File: config.mk
export PLATFORM = sky130hd
export DESIGN_NAME = addsub_serial_unit
export DESIGN_NICKNAME = d
export VERILOG_FILES = /design/src/rtl/addsub_serial_unit.sv
export SDC_FILE = /design/constraint.sdc
export NUM_CORES = 1
export LEC_CHECK = 0
export ABC_AREA = 1
export CORE_MARGIN = 3
export CORE_UTILIZATION = 25
export DETAILED_ROUTE_END_ITERATION = 7
export DONT_BUFFER_PORTS = 1
export PLACE_DENSITY = 0.44
export SYNTH_ARGS = -nofsm -noshare
export SYNTH_HDL_FRONTEND = slang
export SYNTH_SLANG_ARGS = --single-unit
File: constraint.sdc
create_clock -name clk -period 6.1 [get_ports clk]
set_input_delay 0.915 -clock clk [delete_from_list [all_inputs] [get_ports clk]]
set_output_delay 0.915 -clock clk [all_outputs]
set_load 0.03 [all_outputs]
File: src/rtl/addsub_serial_unit.sv
// addsub_serial_unit: digit-serial two's-complement adder/subtractor.
// Operands are latched on accept, then DIGIT bits per clock are summed LSB
// first through a DIGIT-bit ripple slice. Result and flags update together
// on the final compute edge; done pulses for one cycle afterwards.
// WIDTH must be a multiple of DIGIT and at least 2.
module addsub_serial_unit #(
   parameter int WIDTH = 8,
   parameter int DIGIT = 1
) (
   input  logic             clk,
   input  logic             rst,
   input  logic             start,
   input  logic             mode,
   input  logic [WIDTH-1:0] a,
   input  logic [WIDTH-1:0] b,
   output logic             busy,
   output logic             done,
   output logic [WIDTH-1:0] result,
   output logic             carry_out,
   output logic             overflow,
   output logic             zero,
   output logic             negative
);

   localparam int N  = WIDTH / DIGIT;
   localparam int CW = (N > 1) ? $clog2(N) : 1;

   typedef enum logic [1:0] {
      S_IDLE = 2'd0,
      S_RUN  = 2'd1,
      S_DONE = 2'd2
   } state_t;

   state_t           r_state;
   state_t           w_state_next;

   logic [WIDTH-1:0] r_a;
   logic [WIDTH-1:0] r_b;
   logic [WIDTH-1:0] r_acc;
   logic             r_mode;
   logic             r_carry;
   logic [CW-1:0]    r_cnt;

   logic             w_accept;
   logic             w_last;
   logic [DIGIT-1:0] w_a_slice;
   logic [DIGIT-1:0] w_b_slice;
   logic [DIGIT-1:0] w_sum;
   logic [DIGIT:0]   w_c;
   logic [WIDTH-1:0] w_acc_next;

   // The digit currently being processed is selected by the counter; the
   // subtract inversion is applied here so the slice adder is mode-agnostic.
   assign w_last    = (r_cnt == CW'(N - 1));
   assign w_a_slice = r_a[r_cnt*DIGIT +: DIGIT];
   assign w_b_slice = r_b[r_cnt*DIGIT +: DIGIT] ^ {DIGIT{r_mode}};
   assign w_c[0]    = r_carry;

   // DIGIT-bit ripple slice; w_c[DIGIT-1] is the carry into the slice MSB,
   // which on the final digit is the carry into bit WIDTH-1.
   for (genvar gi = 0; gi < DIGIT; gi++) begin : g_bit
      assign w_sum[gi]   = w_a_slice[gi] ^ w_b_slice[gi] ^ w_c[gi];
      assign w_c[gi+1]   = (w_a_slice[gi] & w_b_slice[gi]) |
                           (w_a_slice[gi] & w_c[gi])       |
                           (w_b_slice[gi] & w_c[gi]);
   end

   // Accumulator with the current sum slice merged in at the active digit.
   always_comb begin
      w_acc_next                        = r_acc;
      w_acc_next[r_cnt*DIGIT +: DIGIT]  = w_sum;
   end

   // State register.
   always_ff @(posedge clk) begin
      if (rst) begin
         r_state <= S_IDLE;
      end else begin
         r_state <= w_state_next;
      end
   end

   // Next-state logic and handshake outputs (decoded from state only).
   always_comb begin
      w_state_next = r_state;
      busy         = 1'b0;
      done         = 1'b0;
      w_accept     = 1'b0;
      case (r_state)
         S_IDLE: begin
            if (start) begin
               w_accept     = 1'b1;
               w_state_next = S_RUN;
            end
         end
         S_RUN: begin
            busy = 1'b1;
            if (w_last) begin
               w_state_next = S_DONE;
            end
         end
         S_DONE: begin
            done = 1'b1;
            if (start) begin
               w_accept     = 1'b1;
               w_state_next = S_RUN;
            end else begin
               w_state_next = S_IDLE;
            end
         end
         default: begin
            w_state_next = S_IDLE;
         end
      endcase
   end

   // Operand latch, digit counter, running carry and partial accumulator.
   always_ff @(posedge clk) begin
      if (rst) begin
         r_a     <= '0;
         r_b     <= '0;
         r_acc   <= '0;
         r_mode  <= 1'b0;
         r_carry <= 1'b0;
         r_cnt   <= '0;
      end else if (w_accept) begin
         r_a     <= a;
         r_b     <= b;
         r_mode  <= mode;
         r_carry <= mode;
         r_cnt   <= '0;
      end else if (r_state == S_RUN) begin
         r_acc   <= w_acc_next;
         r_carry <= w_c[DIGIT];
         r_cnt   <= r_cnt + CW'(1);
      end
   end

   // Visible result and flags change only on the final digit, so a partial
   // sum is never exposed.
   always_ff @(posedge clk) begin
      if (rst) begin
         result    <= '0;
         carry_out <= 1'b0;
         overflow  <= 1'b0;
         zero      <= 1'b0;
         negative  <= 1'b0;
      end else if ((r_state == S_RUN) && w_last) begin
         result    <= w_acc_next;
         carry_out <= w_c[DIGIT];
         overflow  <= w_c[DIGIT] ^ w_c[DIGIT-1];
         zero      <= (w_acc_next == '0);
         negative  <= w_acc_next[WIDTH-1];
      end
   end

endmodule

== Yosys cells after proc, flatten, opt, wreduce, memory -nomap -nowiden ==
Cells that the tools add are included.

* Flip-flop bits (word level): 43
* Input port bits: 20

* $add $sub $neg: 2
* Eq/ne operators: 5
* Shifts and indexed selects: 4
* Mux-type cells: 11
* Bitwise gates (word level): 10
* Reduce and logical (&&, ||, !) cells: 8

{| class="wikitable"
|+ Operator list
! operator !! count
|-
| $neg A3 Y34 || 1
|-
| $shift A1 B34 Y8 const A || 1
|-
| $shiftx A1 B34 Y8 || 1
|-
| $shiftx A8 B4 Y1 || 2
|-
| $bwmux W8 || 1
|-
| $logic_not A8 Y1 || 1
|-
| $mux W1 || 7
|-
| $pmux W2 S3 || 1
|-
| $mux W2 || 2
|-
| $ne A2 B2 Y1 const B || 2
|-
| $reduce_and A2 Y1 || 2
|-
| $reduce_or A2 Y1 || 2
|-
| $xor A1 B1 Y1 || 4
|-
| $add A3 B1 Y3 const B || 1
|-
| $and A1 B1 Y1 || 3
|-
| $eq A3 B3 Y1 const B || 1
|-
| $eq A2 B1 Y1 const B || 1
|-
| $eq A2 B2 Y1 const B || 1
|-
| $logic_not A2 Y1 || 1
|-
| $or A1 B1 Y1 || 2
|-
| $reduce_bool A2 Y1 || 1
|-
| $logic_and A1 B1 Y1 || 1
|-
| $not A1 Y1 || 1
|}

== Logic depth before layout (Yosys ltp) ==
Gate-level depths: netlist (run 1).

* Depth in word-level cells: 7
* Mapped depth: 17

== Least setup slack after synthesis (run 1) ==
Ideal clock, no wire load.

* Path kind: flip-flop to flip-flop
* Start: register r_cnt[0]
* End: register zero
* Arrival time: 2,310 ps
* Data required time: 6,030 ps
* Path slack: 3,721 ps
* Cell stages (with the launch flop): 17
* Path buffers: 1
* Path through: dfxtp_1 -> inv_1 -> buf_2 -> nor2_1 -> o22ai_1 -> o21ai_0 -> xnor2_1 -> fa_1 -> inv_1 -> nor2_1 -> nand2_1 -> nand3_1 -> nand2_1 -> nand3_1 -> nor2_1 -> nand2_1 -> a21oi_1

* Word-level cells in the longest chain between the ends: 7
* Elaborated cells between the ends (all ways): 12

{| class="wikitable"
|+ RTL lines
! item !! RTL line !! source
|-
| start, declared || 42 || <nowiki>logic [CW-1:0] r_cnt;</nowiki>
|-
| start signal, assigned || 135 || <nowiki>r_cnt <= r_cnt + CW'(1);</nowiki>
|-
| $shiftx A8 B4 Y1 || 56 || <nowiki>assign w_b_slice = r_b[r_cnt*DIGIT +: DIGIT] ^ {DIGIT{r_mode}};</nowiki>
|-
| $xor A1 B1 Y1 || 56 ||
|-
| $xor A1 B1 Y1 (2 in series) || 62 || <nowiki>assign w_sum[gi] = w_a_slice[gi] ^ w_b_slice[gi] ^ w_c[gi];</nowiki>
|-
| $shiftx A1 B34 Y8 || 71 || <nowiki>w_acc_next[r_cnt*DIGIT +: DIGIT] = w_sum;</nowiki>
|-
| $bwmux W8 || 71 ||
|-
| $logic_not A8 Y1 || 152 || <nowiki>zero <= (w_acc_next == '0);</nowiki>
|-
| end signal, assigned || 152 ||
|-
| end, declared || 21 || <nowiki>output logic zero,</nowiki>
|}

Parallel ways exist; a longest one is shown, timed or not.
A chain may end at the register's enable or synchronous reset.

== Worst setup path in the final report (run 1) ==
Ends and elaborated chain as after synthesis.

==> impl_metrics.toml, run 1 <==
[floorplan]
fp.dieH_microns = 95.4
dieArea_sq_um = 9110
core-area_sq_um = 7490
die_x_microns = 95.4
initial_core_util_pct = 26.7
io_pins = 34
rows = 31

[clocking]
cts_made_buffers = 5
post-cts-setup-buffers = 0
postCtsHoldBufs = 0
cts_tree = "built"
cts.clk_slew.worst_paths_ns = 0.08
cts_max_path_buffers = 2
cts_sinks = 42
cts.repair.resized = 0
cts_root_buf = "clkbuf_8"
clock_latency_ns = 0.29
htreeDepth = 2

[sta]
finalCriticalPeriod_ns = 3.05
rsz0062_at_grt = "no"
clock_skew_ns = 0.00702
maxSlewHeadroom_pct = 43.0
hold_violations = 0
drv_slew = 0
finalCritPeriodShare_pct = 50.0
worstMarginPinSlew_ns = 0.854
setup_tns_ns = 0
finalSetupViolations = 0
fmax_ghz = 0.328

[logic_synthesis]
synth_top_family_by_area = "simple AND/OR/NAND/NOR gates"
synth_flop_cell = "dfxtp_1"
netlist_area_sq_um = 2000
avgSynthCellArea_sq_um = 6.99
yosys.area_share.simple_pct = 24.3
yosysSeqAreaShare_pct = 42.1
synth.yosys.warnings = 0
postSynthCellCount = 286
async_reset_ff_share_pct = 0
synthMuxAreaShare_pct = 0
syn_nets = 314
synth_compound_area_share_pct = 18.5
yosys.area_share.adder_pct = 5.38
synth-edff-count = 0
synth_top_area_share_pct = 42.1
synth_area_leaders = "dfxtp_1, nor2_1, o21ai_0"
synth_xor_area_share_pct = 0.876
synth_cell_types = 24
yosys.area.top_type = "dfxtp_1"
yosys_register_bits = 42

[grt]
grt_start_max_net_pins = 35
antenna_found_initial = 0
grt_pass1_wl_mm = 7.82
grt_overflow = 0
grt_usage_pct = 11.0
grt_pass1_vias = 1695

[worst_setup_path]
start_kind = "register"
crit_fanout = 17
crit_chain = "inv_1 -> o21ai_0 -> o22ai_1 -> o21ai_0 -> xnor2_1 -> fa_1 -> inv_1 -> nor2_1 -> nand2_1 -> nand3_1 -> nand2_1 -> nand3_1 -> nor2_1 -> nand2_1 -> a21oi_1"
path_buf_inv = 2
rr_worst_depth = 15
crit_start = "r_cnt[0]$_SDFFE_PP0P_"
cpLargestDelayFamily = "flip-flops"
cp_slowest_cell = "dfxtp_1"
cp.depth = 15
end_kind = "register"
max_stage_delay_ns = 0.69
crit-reg2reg-capture = "zero$_SDFFE_PP0P_"
reg2reg_slack_ns = 3.05
cp.arrival_ns = 3.29
cpMostUsedCell = "nand2_1"
crit_required_ns = 6.33
endpoint = "zero$_SDFFE_PP0P_"
worst-setup-path-type = "register to register"
r2r_start = "r_cnt[0]$_SDFFE_PP0P_"

[pwr]
leakage_nw = 0.905
p_per_area_nw_per_um2 = 273
max-vdd-ir-drop_uv = 82.2

[cells_and_area]
syn2layout_area_growth_pct = 7.88
final_nets = 309
final_cell_mix = "nor2_1, o21ai_0, nand2_1, dfxtp_1, inv_1"
post-route-util_pct = 28.8
final_common_cell = "nor2_1"
n_fill_cell = 832
antennaDiodeCount = 0
drive_above_1_share_pct = 4.61

[routing]
drt_iter0_drc = 110
vias = 1690
wl_per_cell_microns = 12.0
dr.pass1.iters = 4
wl_mm = 4.58
drc = 0
avgViaCountPerCell = 4.44
drtAntennaViolNets = 0

[outcome]
outcome = "finished clean"

[placed_design]
hpwl_mm = 3.32
gp_congestion = 0.803
port_buffers = 0

[worst_hold_path]
worstHoldPathCells = 2
hold_class = "register to register"

[run]
max_cap_violations = 0
-- tightest hold or removal path: stages, from the launching register on --
cell	delay, ns
dfxtp_1	0.33
nor2_1	0.04
nor2_1	0.08
-- area by class of cell --
cell class	count	area, sq um	share of cell area, %
inverter	27	101	4.70
multi-input combinational	203	981	45.5
clock buffer	6	82.6	3.83
sequential	42	841	39.0
timing repair buffer	2	15.0	0.696
tap	99	124	5.74
clock inverter	2	12.5	0.580
-- worst min-delay path by stage --
stage | from | to | slack (ns)
floorplan | r_b[1]$_SDFFE_PP0P_ | r_b[1]$_SDFFE_PP0P_ | 0.45
global placement | r_a[3]$_SDFFE_PP0P_ | r_a[3]$_SDFFE_PP0P_ | 0.47
detailed placement | r_a[6]$_SDFFE_PP0P_ | r_a[6]$_SDFFE_PP0P_ | 0.47
CTS | r_a[6]$_SDFFE_PP0P_ | r_a[6]$_SDFFE_PP0P_ | 0.49
global route | r_a[5]$_SDFFE_PP0P_ | r_a[5]$_SDFFE_PP0P_ | 0.51
finish | r_b[1]$_SDFFE_PP0P_ | r_b[1]$_SDFFE_PP0P_ | 0.49
-- metal layers --
metal,wire length [microns],track usage (%),up-vias
li1,-,-,911
met1,2200,13.5,754
met2,2120,18.2,20
met3,168,2.84,5
met4,92,4.98,0
met5,0,0,-
-- per-stage QoR --
step,hold slack (ns),total power [mW],setup slack (ns),std cells,cell area [sq um]
after floorplan,0.450,0.388,3.72,286,2000
after global placement,0.473,0.409,3.14,373,2060
after detailed placement,0.473,0.410,3.04,373,2060
after CTS,0.492,0.600,3.04,381,2160
after global routing,0.510,0.632,2.62,381,2160
final,0.486,0.589,3.05,381,2160
-- state kept, by name, indices dropped and copies added (netlist names) --
name / count
overflow: 1
r_mode: 1
result: 8
r_b: 8
r_state: 2
r_carry: 1
r_cnt: 3
zero: 1
r_a: 8
carry_out: 1
r_acc: 8
-- power breakdown --
group	total [mW]	internal [mW]	switching, mW
Sequential	0.302	0.290	0.0116
Clock	0.187	0.0910	0.0964
Combinational	0.0992	0.0338	0.0654
Total	0.589	0.415	0.173
-- synth_stat cells (2+ instances only) --
cell	number
clkbuf_1	6
buf_6	2
buf_2	4
o22ai_1	2
dfxtp_1	42
a21oi_1	20
xnor2_1	2
o21ai_0	43
nand2_1	42
nand4_1	4
inv_1	25
nand3_1	10
o211ai_1	3
nor2_1	64
a31oi_1	2
ha_1	7
-- logic make-up after synthesis --
| logic type | count (synthesis) |
|---|---|
| AND/OR/NAND/NOR | 122 |
| adder cells (fa/ha/maj) | 8 |
| buffers and inverters | 41 |
| flip-flops | 42 |
| AO/OA/AOI/OAI | 71 |
| XOR/XNOR | 2 |
Note: power is estimated with default switching activity, not from simulation.
==> inputs of run 2 (changes only) <==
--- a/config.mk
+++ b/config.mk
@@ -10,7 +10,7 @@
 export CORE_UTILIZATION = 25
 export DETAILED_ROUTE_END_ITERATION = 7
 export DONT_BUFFER_PORTS = 1
-export PLACE_DENSITY = 0.44
+export PLACE_DENSITY = 0.46
 export SYNTH_ARGS = -nofsm -noshare
 export SYNTH_HDL_FRONTEND = slang
 export SYNTH_SLANG_ARGS = --single-unit
==> constraint.sdc (replaced) <==
create_clock -name clk -period 2.8 [get_ports clk]
set_input_delay 0.42 -clock clk [delete_from_list [all_inputs] [get_ports clk]]
set_output_delay 0.42 -clock clk [all_outputs]
set_load 0.03 [all_outputs]
==> run 2 against run 1 <==
Sequential share of layout area decreased by 1.5 points. Register-to-register slack got worse by 2.7 ns. Sequential cell count unchanged. Worst hold slack got worse by 0.31 ns. Worst setup slack got worse by 2.7 ns. Design area increased by 4.1%. Die area unchanged. Critical path type unchanged. Largest cell class unchanged.
==> impl_metrics.toml, run 2 (synthesis results as in run 1) <==
[outcome]
outcome = "finished clean"

[worst_setup_path]
start_kind = "register"
crit_chain = "buf_6 -> nor2_1 -> nor2_1 -> o21ai_0 -> o211ai_1 -> o21ai_1 -> xnor2_1 -> fa_1 -> inv_1 -> nor2_1 -> nand3_1 -> nand2_1 -> nand2_1 -> nand2_1 -> nor2_1 -> nand2_1 -> a21oi_1"
max_stage_delay_ns = 0.50
cp_slowest_cell = "fa_1"
crit_fanout = 16
worst-setup-path-type = "register to register"
end_kind = "register"
crit_required_ns = 3.00
cp.arrival_ns = 2.70

[routing]
drtAntennaViolNets = 0
drt_iter0_drc = 119
wl_per_cell_microns = 12.3
wl_mm = 4.74
dr.pass1.iters = 4
vias = 1732
drc = 0
avgViaCountPerCell = 4.49

[sta]
rsz0062_at_grt = "no"
fmax_ghz = 0.400
worstMarginPinSlew_ns = 0.844
clock_skew_ns = 0.00897
finalCritPeriodShare_pct = 89.3
finalCriticalPeriod_ns = 2.50
hold_violations = 0
maxSlewHeadroom_pct = 43.6
drv_slew = 0
hold_ws_ns = 0.174
finalSetupViolations = 0
setup_tns_ns = 0

[run]
max_cap_violations = 0

[floorplan]
initial_core_util_pct = 26.7
rows = 31
io_pins = 34
die_x_microns = 95.4
core-area_sq_um = 7490
fp.dieH_microns = 95.4
dieArea_sq_um = 9110

[cells_and_area]
final_area_sq_um = 2250
final_nets = 314
antennaDiodeCount = 0
drive_above_1_share_pct = 6.97
syn2layout_area_growth_pct = 12.3
final_cell_mix = "nor2_1, o21ai_0, nand2_1"
n_fill_cell = 848
post-route-util_pct = 30.0
final_common_cell = "nor2_1"

[clocking]
cts.clk_slew.worst_paths_ns = 0.09
clock_latency_ns = 0.30
cts_max_path_buffers = 2
cts_tree = "built"
cts_made_buffers = 5
postCtsHoldBufs = 0
htreeDepth = 2
cts_sinks = 42
cts_root_buf = "clkbuf_8"

[pwr]
max-vdd-ir-drop_uv = 297
p_seq_share_pct = 44.4
internal_power_mw = 1.07
sw_frac_of_total_pct = 27.3
comb_power_share_pct = 15.7
p_clk_share_pct = 39.9
power.switching_mw = 0.402
p_per_area_nw_per_um2 = 656
finalPower_mw = 1.47
leakage_nw = 0.949

[grt]
grt_start_max_net_pins = 35
grt_pass1_wl_mm = 8.17
antenna_found_initial = 0
grt_usage_pct = 11.5
grt_pass1_vias = 1734
grt_overflow = 0

[placed_design]
hpwl_mm = 3.36
gp_congestion = 0.780
dpl_cell_area_sq_um = 2080
port_buffers = 0

[worst_hold_path]
hold_class = "input port to register"
==> run 2: timing repair <==
| item | CTS | global route |
|---|---|---|
| endpoints found under the setup margin | 0 | 2 |
| resized for setup | 0 | 4 |
| setup buffers | 0 | 2 |
==> run 2: path summary, 6_finish.rpt <==
check	from	endpoint	slack, ns	cells past startpoint
setup / recovery	r_cnt[0]$_SDFFE_PP0P_	zero$_SDFFE_PP0P_	0.30	17
hold / removal	rst	zero$_SDFFE_PP0P_	0.17	1
setup reg to reg	r_cnt[0]$_SDFFE_PP0P_	zero$_SDFFE_PP0P_	0.30	17
hold reg to reg	r_mode$_SDFFE_PP0P_	r_mode$_SDFFE_PP0P_	0.49	2
==> run 2: power groups by stage <==
stage / Sequential (mW) / Combinational (mW) / Clock [mW]
floorplan: 0.663 / 0.182 / 0
global placement: 0.668 / 0.228 / 0
detailed placement: 0.668 / 0.229 / 0
CTS: 0.654 / 0.230 / 0.609
global route: 0.659 / 0.276 / 0.630
finish: 0.654 / 0.231 / 0.588
==> run 2: layout make-up <==
class | count | area (sq um) | share of cell area [%]
clock buffer | 5 | 68.8 | 3.06
timing repair buffer | 7 | 56.3 | 2.51
inverter | 27 | 105 | 4.68
clock inverter | 3 | 68.8 | 3.06
sequential | 42 | 842 | 37.5
multi-input combinational | 203 | 981 | 43.7
tap | 99 | 124 | 5.52
==> run 2: per-layer routing <==
layer / share of wire (%) / track usage, % / up-vias / wire length (microns)
li1: - / - / 925 / -
met1: 49 / 14.9 / 768 / 2320
met2: 45 / 18.2 / 32 / 2130
met3: 4.8 / 3.24 / 7 / 226
met4: 1.4 / 4.27 / 0 / 66
met5: 0 / 0 / - / 0
==> run 2: worst max-delay path: cells and delay by family, from the launching register on <==
family / cells / cell delay (ns)
buffers and inverters: 2 / 0.26
AOI/OAI and AO/OA: 4 / 0.32
DFF: 1 / 0.40
xor gates and xnor gates: 1 / 0.14
and+or+nand+nor: 9 / 0.78
adders and majority gates: 1 / 0.50
==> run 2: through the flow <==
step                      cells  setup WS, ns
after floorplan             286         0.421
after global routing        386        0.0295
after detailed placement    376         0.165
after CTS                   384         0.162
final                       386         0.300
after global placement      376         0.272
==> inputs of run 3 (changes only) <==
--- a/config.mk
+++ b/config.mk
@@ -6,11 +6,12 @@
 export NUM_CORES = 1
 export LEC_CHECK = 0
 export ABC_AREA = 1
+export CAP_MARGIN = 10
 export CORE_MARGIN = 3
 export CORE_UTILIZATION = 25
 export DETAILED_ROUTE_END_ITERATION = 7
 export DONT_BUFFER_PORTS = 1
-export PLACE_DENSITY = 0.46
+export PLACE_DENSITY = 0.44
 export SYNTH_ARGS = -nofsm -noshare
 export SYNTH_HDL_FRONTEND = slang
 export SYNTH_SLANG_ARGS = --single-unit
==> constraint.sdc (replaced) <==
create_clock -name clk -period 2.7 [get_ports clk]
set_input_delay 0.405 -clock clk [delete_from_list [all_inputs] [get_ports clk]]
set_output_delay 0.405 -clock clk [all_outputs]
set_load 0.03 [all_outputs]
==> run 3 against run 2 <==
Sequential power up 4.0%. Routed wire length down 0.59%. Sequential share of layout area up 0.20 points. Global-route usage down 0.39 points. Sequential cell count unchanged. Worst setup slack better by 0.021 ns. Clock power up 5.8%. Critical endpoint unchanged. Largest power group unchanged. Combinational power about the same. Via count about the same.
==> impl_metrics.toml, run 3 (synthesis results as in run 1) <==
[worst_setup_path]
rr_worst_depth = 15
crit_fanout = 10
end_kind = "register"
worst-setup-path-type = "register to register"
cp.arrival_ns = 2.62
r2r_start = "r_cnt[1]$_SDFFE_PP0P_"
crit_required_ns = 2.94
start_kind = "register"
crit-reg2reg-capture = "zero$_SDFFE_PP0P_"
reg2reg_slack_ns = 0.32

[sta]
maxSlewHeadroom_pct = 40.5
hold_violations = 0
drv_slew = 0
finalCriticalPeriod_ns = 2.38
worstMarginPinSlew_ns = 0.891
hold_ws_ns = 0.160
finalSetupViolations = 0
finalWorstSetupSlack_ns = 0.321
setup_tns_ns = 0
rsz0062_at_grt = "no"
finalCritPeriodShare_pct = 88.1
clock_skew_ns = 0.0133
fmax_ghz = 0.420

[floorplan]
io_pins = 34
fp.dieH_microns = 95.4
die_x_microns = 95.4
rows = 31
core-area_sq_um = 7490
dieArea_sq_um = 9110
initial_core_util_pct = 26.7

[routing]
drc = 0
dr.pass1.iters = 4
wl_mm = 4.71
drt_iter0_drc = 94
drtAntennaViolNets = 0
vias = 1733
wl_per_cell_microns = 12.2
avgViaCountPerCell = 4.50

[placed_design]
pre_cts_slack_ns = 0.0747
gp_congestion = 0.775
port_buffers = 0
hpwl_mm = 3.45
dpl_cell_area_sq_um = 2090

[clocking]
htreeDepth = 2
cts_made_buffers = 5
clock_latency_ns = 0.30
cts.repair.resized = 0
cts_root_buf = "clkbuf_8"
cts.clk_slew.worst_paths_ns = 0.09
cts_max_path_buffers = 2
cts_tree = "built"
postCtsHoldBufs = 0
post-cts-setup-buffers = 0
cts_sinks = 42

[worst_hold_path]
min_from = "rst"
hold_path_end = "zero$_SDFFE_PP0P_"
hold_class = "input port to register"
worstHoldPathCells = 1

[pwr]
p_per_area_nw_per_um2 = 687
max-vdd-ir-drop_uv = 238
leakage_nw = 0.949

[grt]
grt_usage_pct = 11.1
grt_start_max_net_pins = 35
grt_pass1_wl_mm = 7.92
grt_pass1_vias = 1730
antenna_found_initial = 0
grt_overflow = 0

[cells_and_area]
antennaDiodeCount = 0
syn2layout_area_growth_pct = 11.9
final_nets = 313
final_common_cell = "nor2_1"
drive_above_1_share_pct = 6.99
final_area_sq_um = 2240
final_cell_mix = "nor2_1, o21ai_0, nand2_1"

[run]
max_cap_violations = 0

[outcome]
outcome = "finished clean"
run 3: changes by cell type in the layout (fill, tap and decap cells not counted):
cell and change:
buf_6 -1, clkbuf_8 +1, clkinv_4 -1, clkinvlp_4 -1, dfxtp_1 -1, dfxtp_2 +1, inv_2 +1
run 3: per-stage QoR:
step	total power [mW]	utilization (%)	std cells
after floorplan	0.877	-	286
after global placement	0.932	27.9	377
after detailed placement	0.932	27.9	377
after CTS	1.55	29.9	385
after global routing	1.62	29.9	385
final	1.54	29.9	385
run 3: critical path, cell delays in order (launching register included):
cell and delay (ns):
dfxtp_2 0.45, inv_1 0.16, o21ai_0 0.11, o22ai_1 0.09
o21ai_1 0.16, xnor2_1 0.15, fa_1 0.45, inv_1 0.10
nor2_1 0.06, nand3_1 0.09, nand2_1 0.06, nand2_1 0.10
nand2_1 0.07, nor2_1 0.11, nand2_1 0.06, a21oi_1 0.11
run 3: area by class of cell:
cell class / instances / area, sq um
multi-input combinational: 203 / 981
tap: 99 / 124
clock buffer: 6 / 82.6
clock inverter: 2 / 60.1
inverter: 27 / 101
timing repair buffer: 6 / 45.0
fill: 812 / 5250
sequential: 42 / 843
run 3: layer usage:
metal / vias to the layer above / part of all wire, % / track usage, % / wire length (microns)
met1: 783 / 49 / 14.4 / 2320
met5: - / 0 / 0 / 0
met2: 28 / 46 / 17.7 / 2150
li1: 918 / - / - / -
met3: 4 / 3.8 / 2.68 / 177
met4: 0 / 1.4 / 4.62 / 65
run 3: power breakdown:
group          leakage (nW)  switching (mW)  internal (mW)
clock network        0.0714           0.228          0.395
logic                 0.532           0.152         0.0819
registers             0.345          0.0237          0.657
total                 0.949           0.403           1.13
run 3: how the worst max path moves through the flow:
stage | depth (start not counted) | slack [ns] | to | from
finish | 15 | 0.32 | zero$_SDFFE_PP0P_ | r_cnt[1]$_SDFFE_PP0P_
CTS | 15 | 0.08 | zero$_SDFFE_PP0P_ | r_cnt[1]$_SDFFE_PP0P_
global route | 15 | 0.03 | zero$_SDFFE_PP0P_ | r_cnt[0]$_SDFFE_PP0P_
detailed placement | 15 | 0.07 | zero$_SDFFE_PP0P_ | r_cnt[1]$_SDFFE_PP0P_
global placement | 15 | 0.19 | zero$_SDFFE_PP0P_ | r_cnt[1]$_SDFFE_PP0P_
floorplan | 16 | 0.32 | zero$_SDFFE_PP0P_ | r_cnt[0]$_SDFFE_PP0P_
